File: config.mk
export PLATFORM = sky130hd
export DESIGN_NAME = datamem_arbiter
export DESIGN_NICKNAME = d
export VERILOG_FILES = /design/src/rtl/datamem_arbiter.sv
export SDC_FILE = /design/constraint.sdc
export NUM_CORES = 1
export LEC_CHECK = 0
export ABC_CLOCK_PERIOD_IN_PS = 2450
export BUFFER_PORTS_ARGS = -buffer_cell sky130_fd_sc_hd__buf_2
export CAP_MARGIN = 40
export CORE_AREA = 2 2 117 119
export DETAILED_ROUTE_END_ITERATION = 7
export DIE_AREA = 0 0 119 121
export SETUP_SLACK_MARGIN = 0.2
export SLEW_MARGIN = 5
export SYNTH_ARGS = -nofsm -noshare
export SYNTH_HDL_FRONTEND = slang
export SYNTH_SLANG_ARGS = --single-unit
File: constraint.sdc
create_clock -name clk -period 2.45 [get_ports clk]
set_input_delay 0.49 -clock clk [delete_from_list [all_inputs] [get_ports clk]]
set_output_delay 0.49 -clock clk [all_outputs]
set_load 0.01 [all_outputs]
File: src/rtl/datamem_arbiter.sv
// datamem_arbiter
//   Shares one single-port data memory between requester A (CPU LSU) and
//   requester B (loader / debug). One access is granted per cycle using
//   round-robin on ties, with an optional bounded lock that lets a requester
//   keep the memory for up to MAX_LOCK consecutive grants. Read data is
//   registered and returned to the granted port one cycle after the grant.
//
// Ports
//   clk, rst                 clock, synchronous active-high reset
//   a_* / b_*  (inputs)      req, we, lock, addr, wd per requester
//   a_gnt / b_gnt            combinational grant, at most one per cycle
//   a_rvalid / b_rvalid      single-cycle read response pulse
//   a_rdata / b_rdata        read data, held until the next read response
//   mem_wr_en/addr/wd        memory drive, zero when nothing is granted
//   mem_rd                   combinational read data from memory
module datamem_arbiter #(
    parameter int ADDRESS_WIDTH = 32,
    parameter int DATA_WIDTH    = 32,
    parameter int MAX_LOCK      = 8
) (
    input  logic                     clk,
    input  logic                     rst,
    input  logic                     a_req,
    input  logic                     a_we,
    input  logic                     a_lock,
    input  logic [ADDRESS_WIDTH-1:0] a_addr,
    input  logic [DATA_WIDTH-1:0]    a_wd,
    input  logic                     b_req,
    input  logic                     b_we,
    input  logic                     b_lock,
    input  logic [ADDRESS_WIDTH-1:0] b_addr,
    input  logic [DATA_WIDTH-1:0]    b_wd,
    output logic                     a_gnt,
    output logic                     b_gnt,
    output logic                     a_rvalid,
    output logic                     b_rvalid,
    output logic [DATA_WIDTH-1:0]    a_rdata,
    output logic [DATA_WIDTH-1:0]    b_rdata,
    output logic                     mem_wr_en,
    output logic [ADDRESS_WIDTH-1:0] mem_addr,
    output logic [DATA_WIDTH-1:0]    mem_wd,
    input  logic [DATA_WIDTH-1:0]    mem_rd
);

    localparam int CNT_W = $clog2(MAX_LOCK + 1);

    typedef enum logic [1:0] {FREE, LOCK_A, LOCK_B} state_t;

    typedef struct packed {
        logic                     we;
        logic [ADDRESS_WIDTH-1:0] addr;
        logic [DATA_WIDTH-1:0]    wd;
    } mem_req_t;

    state_t           state, state_nxt;
    logic             last_b, last_b_nxt;      // 1: most recent grant went to B
    logic [CNT_W-1:0] lock_cnt, lock_cnt_nxt;
    logic             lock_more;               // lock_cnt+1 < MAX_LOCK
    mem_req_t         sel;

    assign lock_more = (int'(lock_cnt) + 1) < MAX_LOCK;

    // Grant selection. A lock holder that stops requesting simply loses
    // priority; the other port may take the memory in that same cycle.
    always_comb begin
        a_gnt = 1'b0;
        b_gnt = 1'b0;
        if (!rst) begin
            case (state)
                LOCK_A: begin
                    if (a_req) a_gnt = 1'b1;
                    else       b_gnt = b_req;
                end
                LOCK_B: begin
                    if (b_req) b_gnt = 1'b1;
                    else       a_gnt = a_req;
                end
                default: begin
                    if (a_req && b_req) begin
                        a_gnt = last_b;
                        b_gnt = !last_b;
                    end else begin
                        a_gnt = a_req;
                        b_gnt = b_req;
                    end
                end
            endcase
        end
    end

    // Memory drive mux; all-zero when idle.
    always_comb begin
        sel = '0;
        if (a_gnt)      sel = '{we: a_we, addr: a_addr, wd: a_wd};
        else if (b_gnt) sel = '{we: b_we, addr: b_addr, wd: b_wd};
    end

    assign mem_wr_en = sel.we;
    assign mem_addr  = sel.addr;
    assign mem_wd    = sel.wd;

    // Lock bookkeeping. Any cycle that does not extend a lock falls back to
    // FREE with a cleared counter. Reaching MAX_LOCK releases the lock while
    // last_grant still points at the holder, so the other side wins the tie.
    always_comb begin
        state_nxt    = FREE;
        lock_cnt_nxt = '0;
        last_b_nxt   = last_b;
        if (a_gnt) begin
            last_b_nxt = 1'b0;
            if (a_lock && (state != LOCK_A || lock_more)) begin
                state_nxt    = LOCK_A;
                lock_cnt_nxt = (state == LOCK_A) ? lock_cnt + 1'b1 : CNT_W'(1);
            end
        end else if (b_gnt) begin
            last_b_nxt = 1'b1;
            if (b_lock && (state != LOCK_B || lock_more)) begin
                state_nxt    = LOCK_B;
                lock_cnt_nxt = (state == LOCK_B) ? lock_cnt + 1'b1 : CNT_W'(1);
            end
        end
    end

    always_ff @(posedge clk) begin
        if (rst) begin
            state    <= FREE;
            last_b   <= 1'b1;
            lock_cnt <= '0;
            a_rvalid <= 1'b0;
            b_rvalid <= 1'b0;
            a_rdata  <= '0;
            b_rdata  <= '0;
        end else begin
            state    <= state_nxt;
            last_b   <= last_b_nxt;
            lock_cnt <= lock_cnt_nxt;
            a_rvalid <= a_gnt && !a_we;
            b_rvalid <= b_gnt && !b_we;
            if (a_gnt && !a_we) a_rdata <= mem_rd;
            if (b_gnt && !b_we) b_rdata <= mem_rd;
        end
    end

endmodule

* After elaboration in Yosys (flattened, before gate mapping)
Cells that the tools add are included.
** Storage, ports and cells
- Flip-flop bits (word level) :: 73
- Latch bits :: 0
- Bits in writable memories :: 0
- Memory bits (read-only) :: 0
- Bits of input ports :: 168
- Memories kept :: 0
** Cells by class
- Add/sub/neg operators :: 2
- $mul :: 0
- Div/mod/pow operators :: 0
- Order comparisons :: 1
- Equal/unequal tests :: 4
- Shifts and indexed selects :: 0
- Mux-type cells :: 24
- Bitwise logic cells :: 0
- Reductions and logical operators :: 11
** Operators with widths (number)
- $mux 65 :: 2
- $mux 4 :: 6
- $mux 1 :: 11
- $mux 2 :: 3
- $add 4x1->5 const B :: 1
- $logic_and 1x1->1 :: 5
- $lt 5x4->1 const B :: 1
- $add 4x1->4 const B :: 1
- $pmux 1 s2 :: 2
- $logic_not 1->1 :: 3
- $eq 2x1->1 const B :: 1
- $eq 2x2->1 const B :: 1
- $logic_or 1x1->1 :: 2
- $ne 2x1->1 const B :: 1
- $ne 2x2->1 const B :: 1
- $reduce_bool 2->1 :: 1

* Depth between registers and ports, before layout
Gate-level depths: netlist (run 1).
- Depth in word-level cells :: 7
- Depth in mapped cells :: 8
- Mapped depth without buffers :: 7

* Worst setup path after synthesis (run 1)
OpenSTA, ideal clock, no wires.
- Path kind :: reg-to-output
- Start :: register state[0]
- End :: output port mem_addr[0]
- Arrival time :: 1948 ps
- Slack :: 12 ps
- Cell stages (with the launch flop) :: 9
- Path buffers :: 2
- Path through :: dfxtp_1 -> inv_1 -> ha_1 -> a41o_1 -> a211oi_2 -> nor2b_2 -> buf_4 -> buf_6 -> a22o_1
** On the way
- Longest elaborated chain between the ends :: 5
** RTL lines
- from (decl) :: line 55 : state_t state, state_nxt;
- from (signal assigned) :: line 134 : state <= state_nxt;
- $eq 2x2->1 or $eq 2x1->1 (tied branches) :: line 69 : case (state)
- $pmux 1 s2 (*) :: line 69
- $mux 1 (*) :: line 68 : if (!rst) begin
- named net b_gnt :: line 34 : output logic b_gnt,
- $mux 65 (*) :: line 95 : else if (b_gnt) sel = '{we: b_we, addr: b_addr, wd: b_wd};
- $mux 65 (*) :: line 94 : if (a_gnt) sel = '{we: a_we, addr: a_addr, wd: a_wd};
- to (decl) :: line 40 : output logic [ADDRESS_WIDTH-1:0] mem_addr,
Mark *: on every way through the listed nets, which the timed path passes. The rest lies on a longest branch.

* Worst setup path in the final report (run 1)
- Start :: register state[0]
- End :: output port mem_addr[6]
** On the way
- Longest elaborated chain between the ends :: 5
** RTL lines (line)
- $eq 2x2->1 or $eq 2x1->1 (tied branches) :: 69
- $pmux 1 s2 :: 69
- $mux 1 :: 68
- $mux 65 :: 95
- $mux 65 (*) :: 94
Every way passes the cells marked *; elsewhere a longest branch is shown, timed or not.

==> results.json, run 1 <==
{
  "areaGrowthSynthToFinish_pct": 73.7,
  "initial_core_util_pct": 26.0,
  "vias": 4330,
  "ant_nets": 0,
  "synth_top_area_cell": "dfxtp_1",
  "grt_pass1_vias": 3998,
  "nFillCells": 1314,
  "crit_type": "reg -> out",
  "syn_area_mm2": 0.00341,
  "worstSetupEndpointType": "output pin",
  "fin_crit_sh_pct": 110,
  "hold_viol": 0,
  "wire_per_inst_um": 17.6,
  "design_area_mm2": 0.00591,
  "dieArea_mm2": 0.0144,
  "period_minus_slack_ps": 2700,
  "synth_warnings": 0,
  "dr.pass1.iters": 4,
  "drt_wl_total_um": 16100,
  "dp_cells": 874,
  "vias_per_cell": 4.72,
  "synth_cells": 406,
  "crit_family": "buffers and inverters",
  "worstMarginPinSlew_ps": 634,
  "worstHoldPathCells": 3,
  "gp_congestion": 0.950,
  "max_stage_delay_ps": 330,
  "path_cells": "inv_2, ha_4, and3b_2, a211oi_4, nor2b_4, buf_12, buf_12, a22o_1, buf_2",
  "powerDensity_mw_per_mm2": 587,
  "finalClockSkew_ps": 4.98,
  "die_h_um": 121,
  "cts-root-buf": "clkbuf_16",
  "ir_drop_uv": 296,
  "synthTopCellsByArea": "dfxtp_1, a22o_1, nand2_1, nand2b_1, a21oi_1",
  "cp-start-kind": "register",
  "cts_tree": "yes",
  "yosysSeqAreaShare_pct": 42.9,
  "slew-limit-headroom_pct": 57.7,
  "required_ps": 1960,
  "syn_avg_cell_area_um2": 8.39,
  "clock_latency_ps": 330,
  "layout_setup_ws_ps": -246,
  "grt_usage_pct": 20.6,
  "worstReg2RegStart": "state[0]",
  "rows": 42,
  "power_mw": 3.47,
  "leakage_nw": 2.97,
  "cap_violations": 0,
  "dp_slack_ps": -90.9,
  "hp-class": "in -> reg",
  "slowest_stage": "dfxtp_2",
  "syn_nets": 577,
  "final_common_cell": "buf_2",
  "crit_buf_inv": 4,
  "clock-sinks": 73,
  "core_area_mm2": 0.0131,
  "fmax_mhz": 371,
  "final_cells": 918,
  "grt_pass1_wl_um": 22800,
  "cts_hold_buffers": 0,
  "holdCritStartpoint": "mem_rd[14]",
  "rsz0062_at_grt": "yes",
  "crit_start": "state[0]",
  "io_buffers": 300,
  "dp_hpwl_um": 12200,
  "finalSetupViolCount": 65,
  "drc": 0,
  "grt_remaining_overflow": 0,
  "ff2ff_path_depth": 11,
  "status": "finished with violations",
  "drive_gt1_share_pct": 51.2,
  "crit_top_cell": "buf_12",
  "antenna_found_initial": 5,
  "clock_path_buffers": 2,
  "synth_cell_types": 33,
  "final_core_util_pct": 45.2,
  "synth_top_area_share_pct": 42.9,
  "die_w_um": 119,
  "drt_iter0_markers": 243,
  "final_cell_mix": "buf_2, nand2_1, dfxtp_1",
  "failed_checks": "negative setup slack",
  "pin_count": 301,
  "cts_made_buffers": 9,
  "grt_max_degree": 68,
  "finalMaxSlewViolations": 0,
  "cts.clk_slew.worst_paths_ps": 60,
  "cp.arrival_ps": 2210,
  "crit_fanout": 8,
  "synth-seq-cells": 73,
  "htreeDepth": 3,
  "nets": 901,
  "placed_area_mm2": 0.00523,
  "cp.depth": 9
}
==> worst paths after layout <==
check,endpoint,slack (ps)
setup / recovery,mem_addr[6],-250
hold / removal,b_rdata[14],380
setup reg to reg,a_rdata[11],380
hold reg to reg,a_rdata[30],450
==> Yosys cell counts <==
| cell type | count |
|---|---|
| a22o_1 | 64 |
| a41o_1 | 1 |
| inv_2 | 1 |
| buf_6 | 4 |
| and3b_1 | 1 |
| o21bai_1 | 1 |
| and3_1 | 2 |
| nand2_1 | 100 |
| xnor2_1 | 1 |
| a31o_1 | 1 |
| a211oi_4 | 1 |
| nand2b_1 | 35 |
| o21ai_0 | 2 |
| ha_1 | 3 |
| buf_4 | 8 |
| a2111o_1 | 1 |
| a211oi_2 | 1 |
| o21ai_1 | 32 |
| or3_1 | 1 |
| a31oi_1 | 1 |
| and4b_1 | 1 |
| buf_2 | 7 |
| clkbuf_1 | 15 |
| o32a_1 | 1 |
| nor2_1 | 4 |
| nor4_1 | 1 |
| a21oi_1 | 36 |
| inv_1 | 3 |
| nor2b_2 | 1 |
| conb_1 | 1 |
| nor4b_1 | 1 |
| a2111oi_2 | 1 |
| dfxtp_1 | 73 |
==> metal layers <==
metal  GRT usage (%)  vias up  part of all wire (%)  wire [µm]
met5               0        -                     0          0
met4            6.62        0                   2.2        359
met3            5.36       16                   8.2       1320
met2            34.9      207                    49       7910
met1            25.6     2030                    41       6540
li1                -     2077                     -          -
==> through the flow <==
step | setup TNS, ps | hold WS (ps)
floorplan | 0 | 481
global route | -18390 | 379
detailed placement | -2040 | 443
finish | -13180 | 380
CTS | -12290 | 368
global placement | -134 | 441
==> power breakdown <==
part / switching, mW / internal (mW)
logic: 0.391 / 0.410
clock network: 0.505 / 0.895
registers: 0.0295 / 1.24
==> flip-flops by register name, summed over array words and instances, names as in the netlist <==
signal and count:
a_rdata 32, lock_cnt 4, last_b 1, b_rvalid 1, a_rvalid 1, state 2, b_rdata 32
==> worst min-delay path: cells and delay by family <==
kind            cells  cell delay (ps)
simple gates        1               40
compound gates      1               50
buf+inv             1               90
==> layout make-up <==
cell class / instances / area [µm²] / share of cell area, %
diodes: 7 / 17.5 / 0.296
clock buffers: 10 / 229 / 3.87
clock inverters: 6 / 91.3 / 1.54
inverters: 4 / 15.0 / 0.254
multi-input cells: 295 / 1810 / 30.7
flip-flops and latches: 73 / 1460 / 24.7
well taps: 176 / 220 / 3.72
repair buffers: 347 / 2070 / 34.9
==> cells by family (layout without fill, tap and decap cells) <==
family | count (synthesis) | in the layout | share of synthesized area, %
other cells | 1 | 8 | 0.110
simple gates | 147 | 147 | 19.7
fa+ha+maj | 3 | 3 | 1.10
buf+inv | 38 | 367 | 6.21
compound gates | 143 | 143 | 29.7
xor+xnor | 1 | 1 | 0.257
flops | 73 | 73 | 42.9
==> repair_timing <==
action / 4_1_cts / 5_1_grt
gates resized for setup: 18 / 12
setup endpoints to repair: 66 / 66
setup buffers: 11 / 5
pin swaps: 7 / 3
cloned: 4 / 1
No activity file was read; power rests on OpenSTA's default activity.
==> run 2: changes to the inputs <==
Settings changed: ABC_AREA set to 1, CORE_AREA 2 2 117 119 to 2 2 118 120, DIE_AREA 0 0 119 121 to 0 0 120 122, GPL_TIMING_DRIVEN set to 1.
==> run 2 against run 1 <==
The flow now finishes without violations. Synthesized area increased by 6.0%. First-iteration DRC count up 19%. Flip-flop and latch count did not move. Maximum frequency increased by 12%. Critical path depth rose by 3. Clock skew down 1.4 ps. Count of clock-buffer cells in the layout rose by 2. Largest power group is now registers.
==> results.json, run 2 <==
{
  "hold_viol": 0,
  "finalMaxSlewViolations": 0,
  "powerDensity_mw_per_mm2": 558,
  "fin_crit_sh_pct": 98.3,
  "crit_top_cell": "nand2_1",
  "synth_cell_types": 21,
  "grtUsageMet1_pct": 22.9,
  "worstMarginPinSlew_ps": 645,
  "clock-sinks": 73,
  "status": "complete, no violations",
  "grt_remaining_overflow": 0,
  "switching_share_pct": 28.0,
  "required_ps": 1960,
  "drc": 0,
  "worstReg2RegStart": "state[0]",
  "grt_pass1_wl_um": 22500,
  "path_cells": "inv_2, ha_4, nor2_1, o21ai_1, nand2_1, nor2_4, buf_4, buf_6, clkbuf_16, nand3_1, nand2_1, buf_2",
  "clock_latency_ps": 330,
  "synth_most_common_cell": "nand2_1",
  "final_cell_mix": "buf_2, nand2_1, nand3_1",
  "drive_gt1_share_pct": 42.0,
  "final_cells": 1047,
  "async_flop_share_pct": 0,
  "max_stage_delay_ps": 320,
  "synth_commonest_cells": "nand2_1, nand3_1, dfxtp_1, nor2_1, o21ai_0",
  "crit_fanout": 8,
  "cts_hold_buffers": 0,
  "syn_avg_cell_area_um2": 6.39,
  "dr.pass1.iters": 4,
  "crit_start": "state[0]",
  "synth_top_area_share_pct": 40.5,
  "grt_pass1_vias": 4130,
  "pin_count": 301,
  "crit_family": "buffers and inverters",
  "cts-root-buf": "clkbuf_16",
  "htreeDepth": 3,
  "synth-seq-cells": 73,
  "synthTopCellsByArea": "dfxtp_1, nand2_1, nand3_1, nor2_1, o21ai_0",
  "leakage_nw": 3.50,
  "slowest_stage": "dfxtp_2",
  "rsz0062_at_grt": "yes",
  "synth_top_area_cell": "dfxtp_1",
  "antenna_found_initial": 3,
  "hp-class": "in -> reg",
  "drt_iter0_markers": 289,
  "cts.clk_slew.worst_paths_ps": 60,
  "cts_made_buffers": 9,
  "synth_cells": 565,
  "drt_wl_total_um": 16200,
  "dp_hpwl_um": 11700,
  "clock_path_buffers": 2,
  "grt_use_met2_pct": 32.7,
  "multiInputGateArea_mm2": 0.00196,
  "holdWs_ps": 370,
  "dp_cells": 1017,
  "p_comb_share_pct": 24.6,
  "initial_core_util_pct": 26.7,
  "cp.arrival_ps": 1920,
  "cts_tree": "yes",
  "core_area_mm2": 0.0135,
  "dieArea_mm2": 0.0146,
  "holdCritStartpoint": "mem_rd[29]",
  "seqCellArea_mm2": 0.00146,
  "grt_use_met3_pct": 8.10,
  "yosysSeqAreaShare_pct": 40.5,
  "die_h_um": 122,
  "finalSetupViolCount": 0,
  "vias": 4783,
  "power.switching_uw": 942,
  "grt_max_degree": 66,
  "nets": 1033,
  "period_minus_slack_ps": 2410,
  "ir_drop_uv": 449,
  "worstSetupEndpointType": "output pin",
  "syn_nets": 736,
  "nFillCells": 1492,
  "cap_violations": 0,
  "fmax_mhz": 415,
  "gp_congestion": 0.904,
  "synth_warnings": 0,
  "synthFlopType": "dfxtp_1",
  "die_w_um": 120,
  "largestRegisters": "a_rdata: 32 flops, b_rdata: 32 flops, lock_cnt: 4 flops",
  "ant_nets": 0,
  "areaGrowthSynthToFinish_pct": 66.8,
  "rows": 43,
  "synth_edf_count": 0,
  "cp-start-kind": "register",
  "grt_usage_pct": 19.8,
  "pwr-share-clk_pct": 37.1,
  "final_common_cell": "buf_2",
  "io_buffers": 300,
  "wire_per_inst_um": 15.5,
  "crit_buf_inv": 5,
  "syn_area_mm2": 0.00361,
  "seqPwrFrac_pct": 38.3,
  "finalClockSkew_ps": 3.53,
  "crit_type": "reg -> out",
  "power_mw": 3.36,
  "grt_busiest_layer": "met2",
  "vias_per_cell": 4.57,
  "p_int_mw": 2.42,
  "slew-limit-headroom_pct": 57.0
}
run 2: cell types whose count changed after synthesis, sizes merged, moves of 2 or more:
cell,before,now
nor2,4,75
clkbuf,15,11
and3,2,0
nand2,100,219
buf,19,29
a211oi,2,0
nand2b,35,0
nand4,0,4
a21oi,36,2
inv,4,14
nand3,0,98
a22o,64,0
run 2: power groups by stage:
stage	registers, mW	clock network (mW)	logic (mW)
after CTS	1.29	1.28	0.766
after global placement	1.31	0	0.713
final	1.29	1.25	0.826
after global routing	1.29	1.33	0.897
after floorplan	1.34	0	0.307
after detailed placement	1.31	0	0.716
run 2: layer usage:
metal	up-vias	share of wire, %	wire, µm
met5	-	0.14	23
met4	4	2.6	419
met3	27	10	1650
met2	202	49	7870
met1	2149	38	6220
li1	2401	-	-
run 2: worst reg2reg max path, delay by kind of cell (launching register included):
family | cells | cell delay, ps
buffers and inverters | 8 | 940
AND/OR/NAND/NOR | 6 | 490
flip-flops | 1 | 320
adder cells (fa/ha/maj) | 1 | 280
AO/OA/AOI/OAI | 1 | 70
run 2: cell families (layout without fill, tap and decap cells):
| group | after synthesis | after routing | share of synthesized area (%) |
|---|---|---|---|
| xor gates and xnor gates | 1 | 1 | 0.243 |
| adders and majority gates | 3 | 3 | 1.04 |
| other | 1 | 2 | 0.104 |
| DFF | 73 | 73 | 40.5 |
| and+or+nand+nor | 396 | 396 | 45.7 |
| buffers and inverters | 54 | 355 | 7.21 |
| AOI/OAI and AO/OA | 37 | 37 | 5.23 |
run 2: layout make-up:
type / instances / area share, %
Tap cell: 180 / 3.74
Clock inverter: 3 / 0.706
Antenna cell: 1 / 0.0416
Multi-Input combinational cell: 438 / 32.5
Timing Repair Buffer: 326 / 33.8
Sequential cell: 73 / 24.3
Clock buffer: 12 / 3.93
Inverter: 14 / 0.997
run 2: through the flow:
stage          setup WS (ps)  TNS, ps  utilization (%)  instance area (µm²)
2_1_floorplan            412        0                -                 3610
3_3_place_gp             232        0             39.2                 5290
3_5_place_dp             229        0             39.2                 5290
6_report                41.2        0             44.6                 6020
4_1_cts                 44.0        0             42.7                 5760
5_1_grt                -44.3     -757             44.6                 6020
run 2: repair_timing:
item | 4_1_cts | 5_1_grt
endpoints found under the setup margin | 67 | 99
pin swaps | 4 | 4
cloned | 3 | 3
gates resized for setup | 15 | 36
buffers inserted | 6 | 2
run 2: final timing paths:
kind         slack (ps)  cells after the start           end
max                  40                     12  mem_addr[19]
min reg2reg         460                      2    b_rdata[0]
max reg2reg         310                     16   b_rdata[30]
min                 370                      3   b_rdata[29]
==> run 3: changes to the inputs <==
Settings changed: ABC_CLOCK_PERIOD_IN_PS 2450 to 2500, CTS_BUF_LIST set to sky130_fd_sc_hd__clkbuf_16.
Clock period 2.45 ns to 2.5 ns, I/O delays scaled along.
==> run 3 against run 2 <==
Core utilization increased by 0.74 points. Largest cell class unchanged. Highest routed layer unchanged. Final cell count about the same. Combinational power about the same. Flip-flop and latch count unchanged. Via count about the same.
==> results.json, run 3 (synthesis results as in run 2) <==
{
  "powerDensity_mw_per_mm2": 555,
  "cts_tree": "yes",
  "reg2reg_setup_slack_ps": 460,
  "cts_hold_buffers": 0,
  "areaGrowthSynthToFinish_pct": 69.6,
  "drt_iter0_markers": 234,
  "largestRegisters": "a_rdata: 32 flops, b_rdata: 32 flops, lock_cnt: 4 flops",
  "grt_max_degree": 66,
  "ff2ff_path_depth": 12,
  "finalMaxSlewViolations": 0,
  "clock_latency_ps": 330,
  "grt_pass1_wl_um": 23500,
  "io_buffers": 300,
  "max_stage_delay_ps": 340,
  "dr.pass1.iters": 6,
  "path_cells": "inv_2, ha_4, nor2_2, o21ai_1, nand2_1, nor2_4, buf_6, buf_12, clkbuf_16, nand3_1, nand2_1, buf_6",
  "rsz0062_at_grt": "yes",
  "whs_endpoint": "b_rdata[25]",
  "antenna_cells": 0,
  "cp-start-kind": "register",
  "cts-root-buf": "clkbuf_16",
  "htreeDepth": 3,
  "clock_path_buffers": 2,
  "hp-class": "in -> reg",
  "status": "complete, no violations",
  "crit_type": "reg -> out",
  "cp.depth": 12,
  "die_h_um": 122,
  "placed_area_mm2": 0.00528,
  "rows": 43,
  "final_cell_mix": "buf_2, nand2_1, nand3_1",
  "die_w_um": 120,
  "crit_buf_inv": 5,
  "clock-sinks": 73,
  "drt_wl_total_um": 16100,
  "seqCellArea_mm2": 0.00146,
  "grt_pass1_vias": 4494,
  "leakage_nw": 3.52,
  "grt_remaining_overflow": 0,
  "core_area_mm2": 0.0135,
  "slowest_stage": "dfxtp_2",
  "crit_family": "buffers and inverters",
  "drive_gt1_share_pct": 43.9,
  "vias": 4782,
  "finalSetupViolCount": 0,
  "wire_per_inst_um": 15.3,
  "grt_usage_pct": 20.5,
  "ant_nets": 0,
  "layout_setup_ws_ps": 34.5,
  "dieArea_mm2": 0.0146,
  "drc": 0,
  "nFillCells": 1450,
  "worstHoldPathCells": 3,
  "final_common_cell": "buf_2",
  "period_minus_slack_ps": 2470,
  "holdCritStartpoint": "mem_rd[25]",
  "cp.arrival_ps": 1970,
  "slew-limit-headroom_pct": 57.0,
  "crit_fanout": 8,
  "gp_congestion": 0.875,
  "required_ps": 2000,
  "finalClockSkew_ps": 5.31,
  "cts.clk_slew.worst_paths_ps": 60,
  "vias_per_cell": 4.56,
  "fin_crit_sh_pct": 98.6,
  "antenna_found_initial": 1,
  "regToRegEndpoint": "b_rdata[21]",
  "ir_drop_uv": 447,
  "worstSetupEndpointType": "output pin",
  "hold_viol": 0,
  "design_area_mm2": 0.00612,
  "multiInputGateArea_mm2": 0.00202,
  "final_core_util_pct": 45.3,
  "cts_made_buffers": 9,
  "setup-tns-final_ps": 0,
  "worstMarginPinSlew_ps": 646,
  "cap_violations": 0,
  "nets": 1035,
  "fmax_mhz": 406,
  "dp_slack_ps": 277,
  "dp_hpwl_um": 11500,
  "initial_core_util_pct": 26.7,
  "pin_count": 301,
  "worstReg2RegStart": "state[0]"
}
[run 3: cell count changes in the layout (fill, tap and decap cells not counted), moves of 2 or more]
cell      delta
buf_12       -4
buf_2        -6
buf_4        +2
buf_6        +9
clkbuf_1     -3
inv_1        +3
nand2_1      -9
nand2_2      +9
nand3_1      -6
nand3_2      +5
[run 3: worst max-delay path by stage]
stage / start / endpoint / slack [ps]
6_report: state[0] / mem_addr[3] / 30
5_1_grt: state[0] / mem_addr[16] / -100
4_1_cts: state[0] / mem_addr[30] / 30
3_5_place_dp: state[0] / mem_addr[30] / 280
3_3_place_gp: state[0] / mem_addr[30] / 280
2_1_floorplan: state[0] / mem_addr[19] / 450
[run 3: final cells by class]
| cell class | instances | area share, % |
|---|---|---|
| Clock buffer | 9 | 3.68 |
| Clock inverter | 6 | 1.25 |
| Inverter | 14 | 0.858 |
| Multi-Input combinational cell | 438 | 33.0 |
| Sequential cell | 73 | 23.9 |
| Tap cell | 180 | 3.68 |
| Timing Repair Buffer | 328 | 33.6 |
[run 3: tightest hold or removal path: stages]
cell and delay, ps:
buf_2 90, nand2_1 40, nand2_1 50
[run 3: timing repair]
| item | in CTS | in global routing |
|---|---|---|
| gates cloned | 4 | 2 |
| setup endpoints to repair | 66 | 66 |
| resized for setup | 37 | 31 |
| pin swaps | 8 | 13 |
| buffers inserted | 8 | 2 |
[run 3: layer usage]
metal	wire length [µm]	track usage, %	share of wire [%]	vias up
li1	-	-	-	2399
met1	6470	24.1	40	2160
met2	7720	35.3	48	200
met3	1580	7.07	9.8	21
met4	295	6.25	1.8	2
met5	11	0	0.068	-
[run 3: stage by stage]
| step | hold slack, ps | instances | power [mW] |
|---|---|---|---|
| floorplan | 470 | 565 | 1.61 |
| global placement | 450 | 1017 | 1.98 |
| detailed placement | 455 | 1017 | 1.98 |
| CTS | 364 | 1044 | 3.39 |
| global route | 385 | 1048 | 3.56 |
| finish | 380 | 1048 | 3.40 |
[run 3: where the power goes]
group | total [mW] | internal, mW | switching [mW] | leakage [nW]
Clock | 1.31 | 0.855 | 0.460 | 0.155
Sequential | 1.26 | 1.23 | 0.0306 | 0.597
Combinational | 0.823 | 0.380 | 0.443 | 2.77
Total | 3.40 | 2.46 | 0.933 | 3.52
